## config.mk

```make
export PLATFORM = sky130hd
export DESIGN_NAME = message_sequencer
export DESIGN_NICKNAME = d
export VERILOG_FILES = /design/src/rtl/display_pkg.sv /design/src/rtl/tick_prescaler.sv /design/src/rtl/message_sequencer.sv
export SDC_FILE = /design/constraint.sdc
export NUM_CORES = 1
export LEC_CHECK = 0
export CAP_MARGIN = 25
export CORE_MARGIN = 4
export CORE_UTILIZATION = 55
export CTS_CLUSTER_DIAMETER = 50
export CTS_CLUSTER_SIZE = 16
export DETAILED_ROUTE_END_ITERATION = 10
export PLACE_DENSITY_LB_ADDON = 0.12
export SKIP_LAST_GASP = 1
export SLEW_MARGIN = 20
export SYNTH_ARGS = -nofsm -noshare
export SYNTH_HDL_FRONTEND = slang
export SYNTH_HIERARCHICAL = 1
export SYNTH_SLANG_ARGS = --single-unit
export TNS_END_PERCENT = 20
```

## constraint.sdc

```tcl
create_clock -name clk -period 3.95 [get_ports clk]
set_clock_uncertainty 0.15 [all_clocks]
set_input_delay 0.79 -clock clk [delete_from_list [all_inputs] [get_ports clk]]
set_output_delay 0.79 -clock clk [all_outputs]
set_load 0.01 [all_outputs]
```

## src/rtl/display_pkg.sv

```systemverilog
// rtl/display_pkg.sv - letter codes, message ids and the message ROM for the 7-seg message field
package display_pkg;

    localparam logic [5:0] SEG_0 = 6'h00, SEG_1 = 6'h01, SEG_2 = 6'h02, SEG_3 = 6'h03;
    localparam logic [5:0] SEG_4 = 6'h04, SEG_5 = 6'h05, SEG_6 = 6'h06, SEG_7 = 6'h07;
    localparam logic [5:0] SEG_8 = 6'h08, SEG_9 = 6'h09;
    localparam logic [5:0] SEG_A = 6'h0A, SEG_B = 6'h0B, SEG_C = 6'h0C, SEG_D = 6'h0D;
    localparam logic [5:0] SEG_E = 6'h0E, SEG_F = 6'h0F, SEG_G = 6'h10, SEG_H = 6'h11;
    localparam logic [5:0] SEG_I = 6'h12, SEG_J = 6'h13, SEG_K = 6'h14, SEG_L = 6'h15;
    localparam logic [5:0] SEG_M = 6'h16, SEG_N = 6'h17, SEG_O = 6'h18, SEG_P = 6'h19;
    localparam logic [5:0] SEG_Q = 6'h1A, SEG_R = 6'h1B, SEG_S = 6'h1C, SEG_T = 6'h1D;
    localparam logic [5:0] SEG_U = 6'h1E, SEG_V = 6'h1F, SEG_W = 6'h20, SEG_X = 6'h21;
    localparam logic [5:0] SEG_Y = 6'h22, SEG_Z = 6'h23;
    localparam logic [5:0] SEG_BLANK = 6'h3F;

    typedef enum logic [2:0] {
        MSG_STRT, MSG_PLAY, MSG_WIN, MSG_LOSE, MSG_TIE, MSG_BLJK, MSG_BUST, MSG_DEAL
    } msg_id_t;

    // chars[0] is the first (leftmost) character of the message
    typedef struct packed {
        logic [3:0]      len;
        logic [7:0][5:0] chars;
    } msg_t;

    function automatic msg_t mk_msg(input logic [3:0] len,
                                    input logic [5:0] c0, input logic [5:0] c1,
                                    input logic [5:0] c2, input logic [5:0] c3,
                                    input logic [5:0] c4, input logic [5:0] c5,
                                    input logic [5:0] c6, input logic [5:0] c7);
        msg_t m;
        m.len   = len;
        m.chars = {c7, c6, c5, c4, c3, c2, c1, c0};
        return m;
    endfunction

    function automatic msg_t msg_rom(input msg_id_t id);
        localparam logic [5:0] B = SEG_BLANK;
        msg_t m;
        case (id)
            MSG_STRT: m = mk_msg(4'd4, SEG_S, SEG_T, SEG_R, SEG_T, B, B, B, B);
            MSG_PLAY: m = mk_msg(4'd4, SEG_P, SEG_L, SEG_A, SEG_Y, B, B, B, B);
            MSG_WIN:  m = mk_msg(4'd3, SEG_W, SEG_I, SEG_N, B, B, B, B, B);
            MSG_LOSE: m = mk_msg(4'd4, SEG_L, SEG_O, SEG_S, SEG_E, B, B, B, B);
            MSG_TIE:  m = mk_msg(4'd3, SEG_T, SEG_I, SEG_E, B, B, B, B, B);
            MSG_BLJK: m = mk_msg(4'd4, SEG_B, SEG_L, SEG_J, SEG_K, B, B, B, B);
            MSG_BUST: m = mk_msg(4'd8, SEG_Y, SEG_O, SEG_U, B, SEG_B, SEG_U, SEG_S, SEG_T);
            default:  m = mk_msg(4'd7, SEG_D, SEG_E, SEG_A, SEG_L, SEG_I, SEG_N, SEG_G, B);
        endcase
        return m;
    endfunction

    // Four-character window starting at idx; w[3] is the leftmost digit
    function automatic logic [3:0][5:0] msg_window(input msg_t m, input logic [2:0] idx);
        logic [3:0][5:0] w;
        logic [3:0]      pos;
        for (int i = 0; i < 4; i++) begin
            pos = {1'b0, idx} + 4'(i);
            w[3-i] = (pos < m.len) ? m.chars[pos[2:0]] : SEG_BLANK;
        end
        return w;
    endfunction

endpackage

```

## src/rtl/tick_prescaler.sv

```systemverilog
// rtl/tick_prescaler.sv - free-running divider producing a one-cycle display step tick
module tick_prescaler #(
    parameter int TICK_DIV = 12_500_000
) (
    input  logic clk,
    input  logic reset,
    input  logic clear,
    output logic tick
);

    localparam int CW = (TICK_DIV > 1) ? $clog2(TICK_DIV) : 1;

    logic [CW-1:0] count;

    assign tick = (count == CW'(TICK_DIV - 1));

    always_ff @(posedge clk) begin
        if (reset || clear || tick) begin
            count <= '0;
        end else begin
            count <= count + CW'(1);
        end
    end

endmodule

```

## src/rtl/message_sequencer.sv

```systemverilog
// rtl/message_sequencer.sv - scroll, blink and hold sequencer for the four-digit message field
module message_sequencer
    import display_pkg::*;
#(
    parameter int TICK_DIV    = 12_500_000,
    parameter int BLINK_COUNT = 3
) (
    input  logic       clk,
    input  logic       reset,
    input  logic       msg_valid,
    input  logic [2:0] msg_id,
    output logic       msg_ready,
    output logic       busy,
    output logic       done,
    output logic [5:0] letter3,
    output logic [5:0] letter2,
    output logic [5:0] letter1,
    output logic [5:0] letter0
);

    localparam int BW = $clog2(2 * BLINK_COUNT + 1);

    typedef enum logic [1:0] {IDLE, SCROLL, BLINK, HOLD} state_t;

    state_t          state;
    msg_t            msg;
    logic [2:0]      idx;
    logic [BW-1:0]   blink_cnt;
    logic [3:0][5:0] disp;
    logic            tick;
    logic            accept;
    msg_t            new_msg;
    logic [2:0]      idx_next;
    logic [BW-1:0]   blink_next;

    assign accept     = msg_valid && msg_ready;
    assign new_msg    = msg_rom(msg_id_t'(msg_id));
    assign idx_next   = idx + 3'd1;
    assign blink_next = blink_cnt + BW'(1);

    assign letter3 = disp[3];
    assign letter2 = disp[2];
    assign letter1 = disp[1];
    assign letter0 = disp[0];

    // Clearing on accept makes the first step land exactly TICK_DIV cycles later
    tick_prescaler #(.TICK_DIV(TICK_DIV)) u_prescaler (
        .clk   (clk),
        .reset (reset),
        .clear (accept),
        .tick  (tick)
    );

    always_ff @(posedge clk) begin
        if (reset) begin
            state     <= IDLE;
            msg       <= '0;
            idx       <= '0;
            blink_cnt <= '0;
            disp      <= {4{SEG_BLANK}};
            msg_ready <= 1'b1;
            busy      <= 1'b0;
            done      <= 1'b0;
        end else begin
            done <= 1'b0;
            if (accept) begin
                msg       <= new_msg;
                idx       <= '0;
                blink_cnt <= '0;
                disp      <= msg_window(new_msg, 3'd0);
                state     <= (new_msg.len > 4'd4) ? SCROLL : BLINK;
                msg_ready <= 1'b0;
                busy      <= 1'b1;
            end else begin
                case (state)
                    SCROLL: if (tick) begin
                        idx  <= idx_next;
                        disp <= msg_window(msg, idx_next);
                        if ({1'b0, idx_next} == msg.len - 4'd4) begin
                            state <= BLINK;
                        end
                    end
                    BLINK: if (tick) begin
                        blink_cnt <= blink_next;
                        if (blink_next == BW'(2 * BLINK_COUNT)) begin
                            disp      <= msg_window(msg, idx);
                            state     <= HOLD;
                            msg_ready <= 1'b1;
                            busy      <= 1'b0;
                            done      <= 1'b1;
                        end else if (blink_next[0]) begin
                            disp <= {4{SEG_BLANK}};
                        end else begin
                            disp <= msg_window(msg, idx);
                        end
                    end
                    default: ;
                endcase
            end
        end
    end

endmodule
```

# Word-level counts from Yosys, hierarchy flattened
# Index checks and enable logic that the tools add are counted.
[totals]
output_inout_bits = 27
regBits = 111
word_cells = 134
inputBits = 6
[op_classes]
bitwise_logic = 2
eq_ne = 15
reduce_logical = 15
n_addsub = 10
n_mux = 51
magnitude_cmp = 21
[ops]
columns = ["op", "count"]
rows = [
  ["case mux 52 bit (7 select lines)", 1],
  ["binary-select mux 6 bit (select 3 bit)", 8],
  ["2-to-1 mux 24 bit", 5],
  ["2-to-1 mux 6 bit", 20],
  ["case mux 24 bit (2 select lines)", 1],
  ["< comparator 3 x 4 -> 1 bit (second input constant)", 8],
  ["adder 24 x 1 -> 24 bit (second input constant)", 1],
  ["== test 24 bit (second input constant)", 1],
  ["< comparator 4 bit", 6],
  ["adder 3 x 2 -> 4 bit (second input constant)", 4],
  ["== test 3 bit (second input constant)", 4],
  ["2-to-1 mux 2 bit", 6],
  ["2-to-1 mux 1 bit", 9],
  ["adder 3 x 1 -> 4 bit (second input constant)", 2],
  ["< comparator 1 x 4 -> 1 bit (first input constant)", 2],
  ["< comparator 2 x 4 -> 1 bit (first input constant)", 2],
  ["< comparator 3 x 4 -> 1 bit", 2],
  ["adder 3 x 1 -> 3 bit (second input constant)", 2],
  ["== test 3 x 2 -> 1 bit (second input constant)", 2],
  ["!= test 3 x 1 -> 1 bit (second input constant)", 2],
  ["!= test 3 x 2 -> 1 bit (second input constant)", 2],
  ["AND reduction 3 bit", 2],
  ["nonzero test 2 bit", 3],
  ["AND reduction 5 bit", 1],
  ["15 further kinds", 18],
]

# Longest topological paths before layout
# Gate-level depths: netlist of the first run.
[logic_depth]
ltp_word = 9
mapped_depth = 17
depth_no_buf = 12

# Modules after synthesis
# Netlist of the first run, hierarchy kept.
[by_module_without_submodules]
columns = ["mod", "area_each_um2", "cells_per_inst", "seq_area_each_um2", "instances"]
rows = [
  ["message_sequencer", 5134.9, 670, 1241.2, 1],
  ["tick_prescaler", 1181.1, 129, 480.5, 1],
]

# Worst setup path before layout of the first run
# No wires, ideal clock.
[synth_timing]
kind = "reg-to-reg"
startpoint = "register idx[0]"
endpoint = "register disp, in the netlist letter1[4]"
t_required_ps = 3683
setup_slack_ps = 102
setup_time_ps = 117
path_buffers = 6
synth_period_minus_slack_ps = 3848
t_arrival_ps = 3581
path_stages_with_launch = 18
path_cell_list = "dfxtp_1 buf_2 buf_2 inv_2 ha_1 buf_2 buf_2 buf_2 inv_1 ha_1 clkbuf_1 inv_1 ha_1 o211ai_1 nand2_1 a21oi_1 nand3_1 o22a_1"
[synth_via]
elab_cells_between_ends = 17
classes_between = "add/sub: 3; order compare: 2; mux: 12"
[synth_lines]
columns = ["item", "line", "text"]
rows = [
  ["start, declared", "message_sequencer.sv:27", "logic [2:0] idx;"],
  ["start signal, assigned", "message_sequencer.sv:77", "idx <= idx_next;"],
  ["adder 3 x 1 -> 3 bit *", "message_sequencer.sv:38", "assign idx_next = idx + 3'd1;"],
  ["net idx_next[0]", "message_sequencer.sv:33", "logic [2:0] idx_next;"],
  ["adder 3 x 2 -> 4 bit *", "display_pkg.sv:58", "pos = {1'b0, idx} + 4'(i);"],
  ["binary-select mux 6 bit (select 3 bit)", "display_pkg.sv:59", "w[3-i] = (pos < m.len) ? m.chars[pos[2:0]] : SEG_BLANK;"],
  ["2-to-1 mux 6 bit (not written as such)", "display_pkg.sv:59", ""],
  ["2-to-1 mux 6 bit *", "display_pkg.sv:59", ""],
  ["2-to-1 mux 24 bit *", "message_sequencer.sv:76", "SCROLL: if (tick) begin"],
  ["case mux 24 bit (2 select lines) *", "message_sequencer.sv:75", "case (state)"],
  ["2-to-1 mux 24 bit *", "message_sequencer.sv:66", "if (accept) begin"],
  ["end signal, assigned", "message_sequencer.sv:70", "disp <= msg_window(new_msg, 3'd0);"],
  ["end signal, assigned", "message_sequencer.sv:78", "disp <= msg_window(msg, idx_next);"],
  ["end signal, assigned", "message_sequencer.sv:86", "disp <= msg_window(msg, idx);"],
  ["end, declared", "message_sequencer.sv:29", "logic [3:0][5:0] disp;"],
]
# The timed path passes the listed nets; every way through them passes the cells marked *. The select of a mux whose other input is x is not followed.
# A chain may end at the register's enable or synchronous reset.

# Worst setup path after layout of the first run
[layout_timing]
startpoint = "register idx[0]"
endpoint = "register disp, in the netlist letter0[5]"
[layout_via]
elab_chain_cells = 9
elab_cells_between_ends = 17
classes_between = "add/sub: 3; order compare: 2; mux: 12"
[layout_rtl]
columns = ["item", "line"]
rows = [
  ["parallel branches: the longest is 7 deep, another holds adder 3 x 2 -> 4 bit", "--"],
  ["case mux 24 bit (2 select lines) *", "message_sequencer.sv:75"],
  ["2-to-1 mux 24 bit *", "message_sequencer.sv:66"],
]
# Every way passes the cells marked *. The select of a mux whose other input is x is not followed.

==> flow_metrics.py, run 1 <==
metrics = {
    "run_status": {
        "status": "finished clean",
    },
    "setup_path": {
        "cpMaxStageDelayCell": "o21ai_0",
        "slowest_delay_ps": 630,
        "path_common_cell": "ha_1",
        "arrival_ps": 3840,
        "worstSetupPathType": "register to register",
        "cp-start-kind": "register",
        "critPathTopFamily": "compound AO/OA/AOI/OAI gates",
        "path_buf_inv": 1,
        "cp.required_ps": 4100,
        "crit_path_cell_trace": "ha_1 > xnor2_2 > inv_2 > ha_1 > a21o_1 > ha_1 > nand2_1 > o21ai_0 > a211oi_1 > o211ai_1 > o22a_1",
        "endpoint_kind": "register",
        "critPathMaxFanout": 14,
    },
    "final_layout": {
        "area.growth.synth_to_final_pct": 10.3,
        "layout.nets": 837,
        "final_util": 0.632,
        "n_antenna_cell": 0,
        "layoutNonFillerInstCount": 947,
        "drive_gt1_frac": 0.0942,
    },
    "floorplan": {
        "initial_core_util": 0.573,
        "die_h_um": 115,
        "io_pins": 33,
        "rows": 38,
        "die-width_um": 115,
        "core-area_sq_um": 11000,
        "dieArea_sq_um": 13300,
    },
    "sta": {
        "finalCriticalPeriod_ps": 3690,
        "tightest_slew_ps": 1020,
        "rsz0062_at_grt": "no",
        "fin_crit_sh": 0.935,
        "finalSetupTns_ps": 0,
        "relSlewSlack": 0.311,
        "final.setup.worst_slack_ps": 257,
        "setup_violations": 0,
        "hold_viol": 0,
        "fmax_ghz": 0.271,
        "final_max_slew_viol_count": 0,
    },
    "logic_synthesis": {
        "synth_top_area_frac": 0.273,
        "ys_seq_elements": 86,
        "synthTopCellsByCount": "nand2_1, a21oi_1, nor2_1",
        "yosysSeqAreaShare": 0.273,
        "synthFlopType": "dfxtp_1",
        "syn_area_sq_um": 6320,
        "synth_edf_count": 0,
        "synth.area.top_cells": "dfxtp_1, a21oi_1, mux4_2",
        "yosysMostFrequentCell": "nand2_1",
        "ys_warn_count": 6,
        "syn_inst": 799,
        "avgSynthCellArea_sq_um": 7.90,
        "synth_cell_types": 68,
        "async_flop_share": 0,
        "yosysTopAreaCell": "dfxtp_1",
        "syn_nets": 834,
    },
    "cts": {
        "clk-insertion-delay-late_ps": 360,
        "clock-sinks": 86,
        "post_cts_buffers": 0,
        "cts_hold_buf": 0,
        "h-tree-depth": 3,
        "max-clock-path-buffers": 2,
        "clk_pin_slew_ps": 70,
        "cts-buffers-inserted": 9,
        "cts.repair.resized": 0,
        "cts_tree": "built",
        "clockRootBuffer": "clkbuf_16",
    },
    "placed_design": {
        "io_buffers": 32,
        "finalWeightedCongestion": 1.07,
        "hpwl_um": 16300,
        "dp_cells": 931,
        "dpl_worst_slack_ps": 395,
    },
    "power": {
        "switching_share": 0.307,
        "pwr-share-clk": 0.382,
        "power_frac_seq": 0.435,
        "power.density_nw_per_um2": 328,
        "ir_drop_uv": 341,
        "switching_power_w": 0.000702,
        "total_power_w": 0.00229,
        "p_comb_frac": 0.183,
        "internal_power_w": 0.00159,
        "power.leakage_nw": 2.62,
    },
    "grt": {
        "antenna_found_initial": 0,
        "grt_pass1_vias": 6016,
        "grt_pass1_wl_um": 34800,
        "grt_start_max_net_pins": 42,
        "grt.total_usage": 0.344,
        "grt-ovfl-total": 0,
    },
    "detailed_routing": {
        "ant_nets": 0,
        "drt-initial-drc-count": 944,
        "drc": 0,
        "vias": 6346,
        "wirelength_um": 22200,
        "vias_per_cell": 6.70,
        "wire_per_inst_um": 23.4,
        "first_pass_iters": 5,
    },
    "run": {
        "drv_cap": 0,
    },
    "hold_path": {
        "hold_path.class": "register to register",
    },
}
[cells by family (layout without fill, tap and decap cells)]
| family | Yosys count | in the layout | synth area share |
|---|---|---|---|
| xor+xnor | 23 | 23 | 0.0357 |
| compound gates | 226 | 226 | 0.221 |
| simple gates | 292 | 292 | 0.218 |
| buf+inv | 85 | 93 | 0.0606 |
| fa+ha+maj | 29 | 29 | 0.0574 |
| mux | 58 | 58 | 0.134 |
| flops | 86 | 86 | 0.273 |
[cell type report]
cell class              count  area (sq um)
clock inverters             6          71.3
inverters                  27           101
well taps                 140           175
flip-flops and latches     86          1720
fillers                  1009          4060
clock buffers              10           229
multi-input cells         628          4210
repair buffers             50           455
[metrics by stage]
step	cell area, sq um	hold WS, ps
5_1_grt	6970	361
3_3_place_gp	6670	296
3_5_place_dp	6670	315
6_report	6970	332
4_1_cts	6970	335
2_1_floorplan	6320	280
[flip-flops by register name, summed over array words and instances (netlist names)]
signal,count
idx,3
busy,1
letter2,6
letter3,6
state,2
letter1,6
done,1
blink_cnt,3
letter0,6
u_prescaler/count,24
msg_ready,1
msg,27
[layer usage]
layer,track usage,wire (um)
met2,0.498,9340
met3,0.100,2570
met4,0.118,702
met5,0,0
met1,0.491,9580
[cell usage in the layout (no fill, tap or decap), types with 3 or more instances in the layout]
cell             instances
nand2_1                100
nor2_1                  87
o31ai_1                  8
nor3_1                  12
mux2i_1                 27
nor2b_1                 11
a21oi_1                 87
clkdlybuf4s50_1         32
ha_1                    29
mux4_2                  19
and3_1                   5
or3_1                    5
and2_1                   3
nand4_1                  7
a41oi_1                  6
buf_4                   18
a21o_1                   9
o22a_1                   5
and4_1                   3
or4_1                    8
o211ai_1                10
xnor2_1                  8
a211oi_1                10
xor2_1                  13
o21ai_0                 53
nand3_1                 21
a31oi_1                 10
mux2_2                  11
inv_1                   25
dfxtp_1                 85
clkbuf_16                9
o32a_1                   6
nand2b_1                17
[path summary, 6_finish.rpt]
check	from	end	slack [ps]	cells past startpoint
setup / recovery	idx[0]	letter0[5]	260	11
hold / removal	letter0[2]	letter0[2]	330	1
setup reg to reg	idx[0]	letter0[5]	260	11
hold reg to reg	letter0[2]	letter0[2]	330	1
[power groups by stage]
stage | clock [W] | sequential (W) | combinational [W]
after detailed placement | 0 | 0.00101 | 0.000405
after CTS | 0.000882 | 0.000989 | 0.000408
after global routing | 0.000918 | 0.000998 | 0.000451
after floorplan | 0 | 0.000979 | 0.000254
final | 0.000874 | 0.000995 | 0.000418
after global placement | 0 | 0.00101 | 0.000405
[worst reg2reg max path, delay by kind of cell (launching register included)]
kind	cells	cell delay [ps]
buffers and inverters	1	280
AO/OA/AOI/OAI	5	1390
XOR/XNOR	1	560
flip-flops	1	360
adder cells (fa/ha/maj)	3	850
AND/OR/NAND/NOR	1	50
Note: power is estimated with default switching activity, not from simulation.
==> inputs of run 2 (changes only) <==
--- a/config.mk
+++ b/config.mk
@@ -12,6 +12,7 @@
 export CTS_CLUSTER_SIZE = 16
 export DETAILED_ROUTE_END_ITERATION = 10
 export PLACE_DENSITY_LB_ADDON = 0.12
+export SETUP_SLACK_MARGIN = 0.02
 export SKIP_LAST_GASP = 1
 export SLEW_MARGIN = 20
 export SYNTH_ARGS = -nofsm -noshare
==> results of run 2 <==
Final layout, timing and power as in run 1 (identical DEF).
